==> src/rtl/restoring_div_ctrl.sv <==
// Sequential 8-bit unsigned restoring divider: one shift/subtract per SUB cycle,
// plus a RESTORE cycle for each zero quotient bit. Start/busy/done handshake.
//
// state   | meaning
// --------+----------------------------------------------------------
// IDLE    | waiting for start; results and div_by_zero hold
// SUB     | shift A:Q left one bit, trial subtract M, set quotient bit
// RESTORE | trial went negative; add M back to A
// DONE    | results valid, done high for this single cycle
module restoring_div_ctrl (
  input  logic       clk,
  input  logic       rst,
  input  logic       start,
  input  logic [7:0] dividend,
  input  logic [7:0] divisor,
  output logic       busy,
  output logic       done,
  output logic       div_by_zero,
  output logic [7:0] quotient,
  output logic [7:0] remainder
);

  typedef enum logic [1:0] {
    S_IDLE    = 2'd0,
    S_SUB     = 2'd1,
    S_RESTORE = 2'd2,
    S_DONE    = 2'd3
  } state_t;

  state_t      state_q, state_d;
  logic [8:0]  a_q, a_d;
  logic [7:0]  q_q, q_d;
  logic [7:0]  m_q, m_d;
  logic [2:0]  cnt_q, cnt_d;
  logic [7:0]  quot_q, quot_d;
  logic [7:0]  rem_q, rem_d;
  logic        dbz_q, dbz_d;
  logic [8:0]  diff;
  logic [8:0]  sum;
  logic [7:0]  q_shift;

  // A[8] is always 0 entering SUB, so only A[7:0] takes part in the shift.
  assign diff    = {a_q[7:0], q_q[7]} - {1'b0, m_q};
  assign sum     = a_q + {1'b0, m_q};
  assign q_shift = {q_q[6:0], ~diff[8]};

  always_comb begin
    state_d = state_q;
    a_d     = a_q;
    q_d     = q_q;
    m_d     = m_q;
    cnt_d   = cnt_q;
    quot_d  = quot_q;
    rem_d   = rem_q;
    dbz_d   = dbz_q;
    case (state_q)
      S_IDLE: begin
        if (start) begin
          if (divisor != 8'd0) begin
            a_d     = 9'd0;
            q_d     = dividend;
            m_d     = divisor;
            cnt_d   = 3'd0;
            dbz_d   = 1'b0;
            state_d = S_SUB;
          end else begin
            quot_d  = 8'hFF;
            rem_d   = dividend;
            dbz_d   = 1'b1;
            state_d = S_DONE;
          end
        end
      end
      S_SUB: begin
        a_d = diff;
        q_d = q_shift;
        if (diff[8]) begin
          state_d = S_RESTORE;
        end else if (cnt_q == 3'd7) begin
          quot_d  = q_shift;
          rem_d   = diff[7:0];
          state_d = S_DONE;
        end else begin
          cnt_d = cnt_q + 3'd1;
        end
      end
      S_RESTORE: begin
        a_d = sum;
        if (cnt_q == 3'd7) begin
          quot_d  = q_q;
          rem_d   = sum[7:0];
          state_d = S_DONE;
        end else begin
          cnt_d   = cnt_q + 3'd1;
          state_d = S_SUB;
        end
      end
      default: state_d = S_IDLE;
    endcase
  end

  always_ff @(posedge clk) begin
    if (rst) begin
      state_q <= S_IDLE;
      a_q     <= 9'd0;
      q_q     <= 8'd0;
      m_q     <= 8'd0;
      cnt_q   <= 3'd0;
      quot_q  <= 8'd0;
      rem_q   <= 8'd0;
      dbz_q   <= 1'b0;
    end else begin
      state_q <= state_d;
      a_q     <= a_d;
      q_q     <= q_d;
      m_q     <= m_d;
      cnt_q   <= cnt_d;
      quot_q  <= quot_d;
      rem_q   <= rem_d;
      dbz_q   <= dbz_d;
    end
  end

  assign busy        = (state_q == S_SUB) || (state_q == S_RESTORE);
  assign done        = (state_q == S_DONE);
  assign div_by_zero = dbz_q;
  assign quotient    = quot_q;
  assign remainder   = rem_q;

endmodule

==> config.mk <==
export PLATFORM = sky130hd
export DESIGN_NAME = restoring_div_ctrl
export DESIGN_NICKNAME = d
export VERILOG_FILES = /design/src/rtl/restoring_div_ctrl.sv
export SDC_FILE = /design/constraint.sdc
export NUM_CORES = 1
export LEC_CHECK = 0
export CAP_MARGIN = 5
export CORE_ASPECT_RATIO = 0.7
export CORE_MARGIN = 1.5
export CORE_UTILIZATION = 40
export DETAILED_ROUTE_END_ITERATION = 7
export SKIP_CTS_REPAIR_TIMING = 1
export SYNTH_ARGS = -nofsm -noshare
export SYNTH_HDL_FRONTEND = slang
export SYNTH_SLANG_ARGS = --single-unit
==> constraint.sdc <==
create_clock -name clk -period 3.3 [get_ports clk]
set_input_delay 0.66 -clock clk [delete_from_list [all_inputs] [get_ports clk]]
set_output_delay 0.66 -clock clk [all_outputs]
set_load 0.05 [all_outputs]
After elaboration in Yosys (flattened, before gate mapping)

Cells that the tools add are included.

$add $sub $neg: 3
Eq/ne operators: 11
Muxes and demuxes: 30
Bitwise logic cells: 1
Reduce and logical (&&, ||, !) cells: 12

Operator list:

| operator                                      | number |
|---|---|
| two-way mux 8 bit                             | 12 |
| case mux 8 bit (3 select lines)               | 2 |
| case mux 9 bit (3 select lines)               | 1 |
| two-way mux 9 bit                             | 2 |
| case mux 8 bit (2 select lines)               | 1 |
| two-way mux 3 bit                             | 4 |
| != test 2 bit, second input constant          | 6 |
| two-way mux 2 bit                             | 5 |
| adder 9 x 8 -> 9 bit                          | 1 |
| case mux 3 bit (3 select lines)               | 1 |
| AND reduction 3 bit                           | 3 |
| subtractor 9 x 8 -> 9 bit                     | 1 |
| nonzero test 8 bit                            | 1 |
| case mux 2 bit (3 select lines)               | 1 |
| AND reduction 6 bit                           | 1 |
| == test 2 bit, second input constant          | 2 |
| AND reduction 2 bit                           | 2 |
| AND reduction 4 bit                           | 1 |
| adder 3 x 1 -> 3 bit, second input constant   | 1 |
| == test 3 bit, second input constant          | 1 |
| != test 3 bit, second input constant          | 1 |
| nonzero test 3 bit                            | 1 |
| == test 2 x 1 -> 1 bit, second input constant | 1 |
| zero test 2 bit                               | 1 |
| other kinds (4)                               | 4 |

Register bits after elaboration: 47
Input port bits: 19
Output and inout bits: 19
Logic and storage cells: 65

Longest topological paths before layout

Gate-level depths: netlist (run 1).

Depth after elaboration: 5
Gate-level depth with buffers: 11
Depth with buffers taken out: 10

Worst setup path before layout (run 1)

OpenSTA, ideal clock, no wires.

Kind: reg-to-reg
Start: register q_q[7]
End: register state_q[1]
Setup time: 0.067 ns
Data arrival time: 2.537 ns
Data required time: 3.233 ns
Path slack: 0.695 ns
Stages on the path, launching flop included: 11
Path buffers: 0
Period minus slack after synthesis: 2.605 ns
Path through: dfxtp_1 inv_1 ha_1 inv_1 fa_1 a211oi_4 nor3_2 or4_4 a41o_1 or3_1 a21oi_2

Cells in the longest elaborated chain, start to end: 3

Ends and longest elaborated chain:

| element                                                                       | line | RTL |
|---|---|---|
| from (decl)                                                                   | 32   | `logic [7:0] q_q, q_d;` |
| from (signal assigned)                                                        | 115  | `q_q <= q_d;` |
| subtractor 9 x 8 -> 9 bit *                                                   | 43   | `assign diff = {a_q[7:0], q_q[7]} - {1'b0, m_q};` |
| two-way mux 2 bit / != test 3 bit (equally long branches)                     | -    |  |
| case mux 2 bit (3 select lines) / AND reduction 2 bit (equally long branches) | -    |  |
| to (signal assigned)                                                          | 113  | `state_q <= state_d;` |
| to (decl)                                                                     | 30   | `state_t state_q, state_d;` |

Every way passes the cells marked *; elsewhere a longest branch is shown, timed or not.
A chain may end at the register's enable or synchronous reset.

Final worst setup path (run 1)

Start: register m_q[0]
End: register rem_q[5], in the netlist remainder[5]

Cells in the longest elaborated chain, start to end: 4

Ends and longest elaborated chain:

| element                         | line | RTL |
|---|---|---|
| from (decl)                     | 33   | `logic [7:0] m_q, m_d;` |
| from (signal assigned)          | 116  | `m_q <= m_d;` |
| subtractor 9 x 8 -> 9 bit       | 43   |  |
| two-way mux 8 bit               | 79   | `end else if (cnt_q == 3'd7) begin` |
| two-way mux 8 bit               | 77   | `if (diff[8]) begin` |
| case mux 8 bit (3 select lines) | 56   | `case (state_q)` |
| to (signal assigned)            | 119  | `rem_q <= rem_d;` |
| to (decl)                       | 36   | `logic [7:0] rem_q, rem_d;` |

Parallel ways exist; a longest one is shown, timed or not. The select of a mux whose other input is x is not followed.

==> results of run 1 <==
## stage by stage
step	util, %	instances	hold WS [ns]
floorplan	-	346	0.453
global placement	47.4	469	0.443
detailed placement	47.4	469	0.446
CTS	48.7	477	0.459
global route	48.9	478	0.476
finish	48.9	478	0.455
## registers in the layout, indices dropped and copies added, names as in the netlist
register and count:
a_q 8, q_q 8, quotient 8, div_by_zero 1, cnt_q 3, state_q 2, remainder 8, m_q 8
## area by class of cell
type	instances	area share, %
Clock buffer	5	1.95
Clock inverter	3	0.602
Inverter	17	1.81
Multi-Input combinational cell	266	54.5
Sequential cell	46	26.1
Tap cell	98	3.47
Timing Repair Buffer	43	11.6
## worst max-delay path: stages (launching register included)
cell and delay (ns):
dfxtp_1 0.38, ha_1 0.18, inv_1 0.05, fa_1 0.44
a211oi_4 0.30, nor3_2 0.11, nor3_1 0.51, o311ai_2 0.40
o41ai_1 0.47
## layer usage
layer | vias up | wire [um] | track usage [%] | share of wire [%]
li1 | 1354 | - | - | -
met1 | 1290 | 4040 | 29.8 | 51
met2 | 79 | 3360 | 31.4 | 42
met3 | 2 | 514 | 3.20 | 6.5
met4 | 0 | 25 | 4.20 | 0.32
met5 | - | 0 | 0 | 0
## final timing paths
check                      end  slack [ns]  cells past startpoint
hold / removal    remainder[2]        0.45                      2
setup / recovery  remainder[5]        0.35                      8
setup reg to reg  remainder[5]        0.35                      8
hold reg to reg   remainder[2]        0.45                      2
## power by group
part | total, mW | switching, mW | internal, mW
clock network | 0.364 | 0.214 | 0.149
logic | 2.01 | 1.24 | 0.767
registers | 0.850 | 0.124 | 0.726
total | 3.22 | 1.58 | 1.64
## cell families after synthesis
| group | Yosys count | share of synthesized area [%] |
|---|---|---|
| AOI/OAI and AO/OA | 106 | 26.8 |
| muxes | 24 | 8.10 |
| xor gates and xnor gates | 3 | 0.886 |
| adders and majority gates | 23 | 10.2 |
| DFF | 46 | 31.1 |
| buffers and inverters | 35 | 4.64 |
| and+or+nand+nor | 109 | 18.3 |
## placed cells by master (no fill, tap or decap), types with 3 or more instances in the layout
cell             instances
nand3_1                  5
nor2_1                  50
clkbuf_8                 5
o21ai_0                 12
ha_1                    21
nor3_1                   3
or4_1                    3
clkdlybuf4s50_1         36
a221o_1                  7
nand2_1                 17
o22ai_1                  3
buf_4                    6
o31ai_1                  4
nand3b_1                 4
dfxtp_1                 46
inv_1                   17
a21o_1                   6
a211oi_1                13
mux2i_1                 24
xor2_1                   3
a22oi_1                  7
or3_1                    4
a211o_1                  4
a21oi_1                 19
o41ai_1                  5
nand2b_1                 5
o21a_1                   4
nor3b_1                  5
==> summary.txt, run 1 <==
Floorplanning
  – Core Area: slightly above 7000 sq um
  – Horiz. Die Dim: between 100 and 150 um
  – Initial Util: roughly two fifths
  – Die height: 75.0 um
  – I/O pin count: 38
  – Die ar.: 7950 sq um
  – Row cnt: 26

Critical path
  – CP required: 3.50 ns
  – Signal arrival time at the worst endpoint: ~3.2 ns
  – CP startpoint: m_q[0]
  – Critical path peak fanout: 12
  – Startpoint types: flop
  – Reg2reg start: m_q[0]
  – WS Path Type: reg -> reg
  – CP Capture Type: flop

Routing
  – Remaining DRCs: 0
  – Routed length per instance: about 17 um
  – DRT antenna net count: 0
  – Via-to-Cell Ratio: 5.70
  – WL final: roughly 7900 um
  – Drt pass-1 iters: 4
  – Via count: around 2.7k
  – Starting DRC count in detailed routing: 137

Global routing
  – First-pass GRT wire length: 12600 um
  – Largest net degree at the start of global routing: 33
  – GRT Util Overall: between 20 and 25%
  – Vias in the first global route: roughly 2.5k
  – Initial antenna violation count: 0
  – Gr ovfl total: 0

Yosys
  – Commonest cells post-synth: nor2_1 (50), dfxtp_1 (46), mux2i_1 (24), ha_1 (21), a21oi_1 (19)
  – Synth area leader: dfxtp_1
  – Syn_nets: between 300 and 400
  – Number of synthesized flops with an enable pin: 0
  – Most used DFF post-synth: dfxtp_1
  – Yosys reg bits: 46
  – Synthesized cell area: between 2000 and 3000 sq um
  – Post-synth cell types: slightly below 60
  – Mean area per synthesized cell: 8.57 sq um
  – Synth area leaders: dfxtp_1 (31%), ha_1 (8.9%), mux2i_1 (8.1%), nor2_1 (6.3%), a211oi_1 (3.3%)
  – Top-count cell post-synth: nor2_1
  – FFs w/ async S/R, synth: 0%
  – Yosys Warn Count: 0
  – Yosys top cell area share: roughly 31%
  – Cells after synthesis: about 350
  – Sequential share of the synthesized area: between 30 and 40%

STA
  – RSZ-0062 raised after global routing: false
  – Endpoints failing setup: 0
  – Setup_tns: 0 ns
  – Max-slew headroom: 39.4%
  – Final min period: 2.95 ns
  – Max Fclk: around 340 MHz
  – Final period util: slightly below 90%
  – Endpoints failing hold: 0
  – Post-Route Skew: between 0.01 and 0.015 ns
  – Final setup margin: approximately 0.35 ns
  – Final Max Tran Viols: 0
  – Least-Margin Pin Slew: just over 0.9 ns

Worst hold path
  – Hold wc startpoint: remainder[2]
  – Class of the worst hold path: reg -> reg

Status
  – Status: complete, no violations

Run
  – Max Cap Viol: 0

CTS
  – Max clock buf depth: 2
  – Num CTS Buffers: 5
  – Max H-tree Level: 2
  – Root buf cell: clkbuf_8
  – Worst-Skew Late Latency: around 0.31 ns
  – Clock slew at reported path FFs: around 0.10 ns
  – TritonCTS clock tree: done
  – CTS Sinks: 46

Finish
  – Final #Nets: 421
  – Multi-input gate area: between 1500 and 2000 sq um
  – FF+latch area: 921 sq um
  – Area grow syn2layout: 19.1%
  – Number of diodes: 0
  – Layout fillers: ~730
  – Final Cell Area: approximately 3500 sq um
  – Share of cells above drive strength 1: under 10%

Pwr
  – Total leakage power: 1.44 nW
  – Overall power: roughly 3.2 mW
  – Power density over cell area: a little over 900 nW/um^2
  – Peak VDD IR: 0.602 mV

Placed design
  – Placed cell area: 3420 sq um
  – Hpwl dp: approximately 5600 um
  – Number of port buffers: 37
  – RePlAce Congestion: slightly above 0.8
  – Setup WS pre-CTS: 0.216 ns
(Power assumes the default switching activity.)
==> inputs of run 2 (changes only) <==
--- a/config.mk
+++ b/config.mk
@@ -7,7 +7,6 @@
 export LEC_CHECK = 0
 export CAP_MARGIN = 5
 export CORE_ASPECT_RATIO = 0.7
-export CORE_MARGIN = 1.5
 export CORE_UTILIZATION = 40
 export DETAILED_ROUTE_END_ITERATION = 7
 export SKIP_CTS_REPAIR_TIMING = 1
==> run 2 against run 1 <==
Against the previous run: fmax fell by 0.35%; clock skew barely moved; via count fell by 0.11%; critical endpoint is now remainder[1]; non-clock buffer count rose by 1; utilization rose by 2.5 points; first-iteration DRC count rose by 61%; highest routed layer unchanged; clock power rose by 18%; global-route usage rose by 0.66 points; die area fell by 2.3%.
==> summary.txt, run 2 (synthesis results as in run 1) <==
Critical path
  – Critical path peak fanout: 12
  – Critical path endpoint: remainder[1]
  – Crit path buf inv count: 2
  – Crit-path max cell delay: between 0.5 and 0.6 ns
  – CP Capture Type: flop
  – WS Path Type: reg -> reg
  – Signal arrival time at the worst endpoint: around 3.2 ns
  – R2R Path End: remainder[1]
  – CP delay by family, top: compound AO/OA/AOI/OAI gates
  – Number of cells on the worst reg-to-reg path: 10
  – Reg2reg start: q_q[7]
  – CP startpoint: q_q[7]
  – Crit path cell chain: inv_1 -> ha_1 -> inv_1 -> fa_1 -> a211oi_4 -> nor3_2 -> nor3_1 -> o311ai_2 -> a211o_1 -> a21oi_1
  – Levels on crit path: 10
  – Worst path slowest cell: nor3_1
  – Most used cell, CP: inv_1
  – CP required: 3.54 ns
  – Worst R2R Setup Slack: approximately 0.34 ns
  – Startpoint types: flop

Global routing
  – Largest net degree at the start of global routing: 39
  – Initial antenna violation count: 0
  – GRT Util Overall: 20.9%
  – Gr ovfl total: 0
  – Vias in the first global route: 2401
  – First-pass GRT wire length: 12700 um

Finish
  – Number of diodes: 0
  – Layout fillers: approximately 710
  – Most common cell after layout, fill and taps aside: nor2_1
  – Final #Nets: about 420
  – Commonest non-fill, non-tap cells in the layout: nor2_1 (50), dfxtp_1 (46), clkdlybuf4s50_1 (36), mux2i_1 (24), ha_1 (21)
  – Area grow syn2layout: 20.3%
  – Share of cells above drive strength 1: under 10%

Routing
  – Drt pass-1 iters: 5
  – DRT antenna net count: 0
  – Via count: ~2.7k
  – WL final: approximately 8000 um
  – Starting DRC count in detailed routing: roughly 220
  – Via-to-Cell Ratio: between 5 and 6
  – Routed length per instance: between 15 and 20 um
  – Remaining DRCs: 0

Pwr
  – Total leakage power: between 1 and 1.5 nW
  – Overall power: between 3 and 4 mW
  – Power density over cell area: around 930 nW/um^2
  – Peak VDD IR: 0.726 mV

STA
  – Final Max Tran Viols: 0
  – Final period util: 89.7%
  – RSZ-0062 raised after global routing: false
  – Max Fclk: about 340 MHz
  – Max-slew headroom: about 36%
  – Endpoints failing hold: 0
  – Final min period: 2.96 ns
  – Post-Route Skew: about 0.012 ns
  – Endpoints failing setup: 0
  – Least-Margin Pin Slew: between 0.9 and 1 ns
  – Setup_tns: 0 ns

Floorplanning
  – I/O pin count: 38
  – Initial Util: a little over two fifths
  – Row cnt: 25
  – Core Area: about 6900 sq um
  – Die ar.: between 7000 and 8000 sq um
  – Horiz. Die Dim: between 100 and 150 um
  – Die height: approximately 74 um

Run
  – Max Cap Viol: 0

CTS
  – Num CTS Buffers: 5
  – CTS Sinks: 46
  – Max H-tree Level: 2
  – Clock slew at reported path FFs: roughly 0.09 ns
  – Worst-Skew Late Latency: 0.31 ns
  – Root buf cell: clkbuf_8
  – Max clock buf depth: 2
  – TritonCTS clock tree: done

Status
  – Status: complete, no violations

Placed design
  – RePlAce Congestion: 0.887
  – Number of port buffers: 37
  – Hpwl dp: 5730 um

Worst hold path
  – Class of the worst hold path: reg -> reg
run 2: power breakdown:
part           total (mW)  switching [mW]  internal, mW
clock               0.431           0.205         0.226
combinational        2.05            1.26         0.791
sequential          0.849           0.123         0.726
run 2: per-layer routing:
layer / vias up / GRT usage (%) / routed length (um)
li1: 1352 / - / -
met1: 1295 / 31.9 / 4210
met2: 68 / 31.0 / 3310
met3: 7 / 2.89 / 439
met4: 0 / 4.69 / 66
met5: - / 0 / 0
run 2: worst min-delay path by stage:
stage                 startpoint            to  slack [ns]  depth (start not counted)
finish              remainder[2]  remainder[2]        0.46                          2
global route        remainder[2]  remainder[2]        0.47                          2
CTS                 remainder[2]  remainder[2]        0.46                          2
detailed placement  remainder[0]  remainder[0]        0.45                          2
global placement    remainder[0]  remainder[0]        0.45                          2
floorplan                 a_q[2]        a_q[2]        0.45                          2
run 2: metrics by stage:
| stage | area (sq um) | hold WS (ns) | utilization, % | setup slack (ns) | cells |
|---|---|---|---|---|---|
| 3_3_place_gp | 3440 | 0.446 | 49.5 | 0.190 | 466 |
| 2_1_floorplan | 2970 | 0.453 | - | 0.695 | 346 |
| 4_1_cts | 3550 | 0.463 | 51.1 | 0.129 | 474 |
| 5_1_grt | 3570 | 0.473 | 51.4 | 0.134 | 475 |
| 6_report | 3570 | 0.459 | 51.4 | 0.340 | 475 |
| 3_5_place_dp | 3440 | 0.447 | 49.5 | 0.147 | 466 |
run 2: layout make-up:
class | instances | area [sq um] | share of cell area (%)
multi-input cells | 266 | 1920 | 53.9
well taps | 94 | 118 | 3.30
clock buffers | 6 | 72.6 | 2.04
inverters | 17 | 63.8 | 1.79
flip-flops and latches | 46 | 921 | 25.8
repair buffers | 44 | 430 | 12.1
clock inverters | 2 | 37.5 | 1.05
run 2: worst reg2reg max path, stage by stage (launching register included):
cell      delay, ns
dfxtp_1        0.33
inv_1          0.06
ha_1           0.16
inv_1          0.05
fa_1           0.45
a211oi_4       0.32
nor3_2         0.12
nor3_1         0.52
o311ai_2       0.42
a211o_1        0.34
a21oi_1        0.13
==> patch (settings of run 1) <==
`a_q`, `q_q` and `m_q` no longer have a reset.
--- a/src/rtl/restoring_div_ctrl.sv
+++ b/src/rtl/restoring_div_ctrl.sv
@@ -102,23 +102,23 @@
   always_ff @(posedge clk) begin
     if (rst) begin
       state_q <= S_IDLE;
-      a_q     <= 9'd0;
-      q_q     <= 8'd0;
-      m_q     <= 8'd0;
       cnt_q   <= 3'd0;
       quot_q  <= 8'd0;
       rem_q   <= 8'd0;
       dbz_q   <= 1'b0;
     end else begin
       state_q <= state_d;
-      a_q     <= a_d;
-      q_q     <= q_d;
-      m_q     <= m_d;
       cnt_q   <= cnt_d;
       quot_q  <= quot_d;
       rem_q   <= rem_d;
       dbz_q   <= dbz_d;
     end
+  end
+
+  always_ff @(posedge clk) begin
+    a_q <= a_d;
+    q_q <= q_d;
+    m_q <= m_d;
   end
 
   assign busy        = (state_q == S_SUB) || (state_q == S_RESTORE);
Formal check against the unedited RTL: same outputs for any inputs over 10 cycles, from zero or initial values and one cycle with rst high; that may be too few to reach the edited logic, so the function may still have changed.
==> patch against run 1 <==
  * Design area rose by 0.89%
  * Global-route usage fell by 0.84 points
  * Routed wire length fell by 7.5%
  * Largest cell class unchanged
  * Synthesized area rose by 0.80%
  * Worst setup slack improved by 0.18 ns
  * Power rose by 13%
  * First-iteration DRC count fell by 4.4%
  * Sequential cell count did not move
==> patch: results (changes against run 1) <==
grt_pass1_vias: 2344  # -5.6%
hold_path_class: "reg2reg"
yosysWarnings: 0  # unchanged
synth_cell_type_count: 53  # -10%
grt_util_all_layers: 0.194  # -0.00842
numCtsBuffers: 5  # unchanged
reg2reg_slack_ns: 0.57  # +0.22 ns
fin_worst_skew_ns: 0.0133  # +0.000723 ns
synthAdderAreaFrac: 0.101  # -0.000812
r2r_end: "remainder[6]$_SDFFE_PP0P_"
first_iter_violations: 131  # -4.4%
syn_inst: 337  # -2.6%
cap_violations: 0  # unchanged
cts_root_buf: "clkbuf_8"
path_max_fanout: 9  # -3
drive_gt1_frac: 0.0730  # -0.00597
dp_hpwl_um: 5520  # -2.0%
viasPerCell: 5.44  # -4.6%
synth_mux_area_frac: 0.0138  # -0.0672
relSlewSlack: 0.400  # +0.00546
grt_max_degree: 28  # -15%
synth_compound_area_frac: 0.201  # -0.0674
whs_endpoint: "quotient[7]$_SDFFE_PP0P_"
clkTransAtPathRegs_ns: 0.10  # about the same
cts_max_path_buffers: 2  # unchanged
grt_pass1_wl_um: 12000  # -4.9%
grt_antenna_before_repair: 0  # unchanged
finalWirelength_um: 7340  # -7.5%
ir_drop_mv: 0.743  # +24%
p_leak_nw: 1.33  # -7.2%
status: "completed"
reg2reg_depth: 10  # +2
fin_nets: 411  # -2.4%
dpl-instance-area_mm2: 0.00345  # +0.77%
critPathLaunch: "divisor[5]"
synth.area.top_cells: "edfxtp_1 24%, dfxtp_1 15%, ha_1 8.8%"
endpoint: "remainder[5]$_SDFFE_PP0P_"
gp_congestion: 0.872  # +7.2%
dr_total_vias: 2545  # -6.6%
synthArstFlopShare: 0  # unchanged
synthTopCellsByCount: "32 x nor2_1, 29 x o21ai_0, 28 x nand2_1"
first_pass_iters: 4  # unchanged
worst_hold_startpoint: "quotient[7]$_SDFFE_PP0P_"
reg2reg_from: "q_q[7]$_DFFE_PP_"
syn_nets: 379  # -2.3%
holdWs_ns: 0.469  # +0.0144 ns
ys_seq_area_frac: 0.388  # +0.0779
dp_cells: 460  # -1.9%
synthFlopType: "edfxtp_1"
synth_xor_area_frac: 0.0205  # +0.0116
arrival_ns: 2.97  # -0.18 ns
synth_edf_count: 24  # +24
ctsHtreeMaxLevel: 2  # unchanged
crit_slowest_cell: "or4_4"
max_stage_delay_ns: 0.57  # +0.06 ns
holdPathStages: 2  # unchanged
## patch: changes by cell type after synthesis, sizes merged, moves of 13 or more
cell | run 1 | this run
nor2 | 50 | 34
edfxtp | 0 | 24
nand3 | 5 | 18
mux2i | 24 | 3
dfxtp | 46 | 22
o21ai | 13 | 30
## patch: kinds of logic after synthesis
| group | after synthesis |
|---|---|
| muxes | 4 |
| DFF | 46 |
| AOI/OAI and AO/OA | 92 |
| and+or+nand+nor | 123 |
| buffers and inverters | 42 |
| xor gates and xnor gates | 7 |
| adders and majority gates | 23 |
## patch: worst max-delay path, delay by kind of cell
family          cells  cell delay, ns
simple gates        3            1.18
compound gates      3            0.71
buf+inv             1            0.42
## patch: layout make-up
cell class / count / area (µm²)
inverters: 24 / 90.1
clock inverters: 3 / 42.5
multi-input cells: 249 / 1660
clock buffers: 5 / 68.8
well taps: 98 / 123
flip-flops and latches: 46 / 1160
repair buffers: 43 / 415
fillers: 689 / 3690
## patch: per-layer routing
metal,GRT usage,vias to the layer above,share of wire
li1,-,1307,-
met1,0.289,1186,0.52
met2,0.297,50,0.43
met3,0.0334,2,0.043
met4,0.0360,0,0.0034
met5,0,-,0
## patch: power breakdown
| part | total [mW] | switching [mW] | internal [mW] | leakage [nW] |
|---|---|---|---|---|
| sequential | 1.01 | 0.142 | 0.864 | 0.413 |
| combinational | 2.20 | 1.41 | 0.790 | 0.861 |
| clock | 0.436 | 0.209 | 0.227 | 0.0590 |
## patch: per-stage QoR
stage / util / power, mW / setup slack (ns)
3_5_place_dp: 0.476 / 3.22 / 0.191
4_1_cts: 0.491 / 3.67 / 0.516
3_3_place_gp: 0.476 / 3.19 / 0.244
2_1_floorplan: - / 2.62 / 0.868
5_1_grt: 0.491 / 3.95 / 0.283
6_report: 0.491 / 3.64 / 0.527
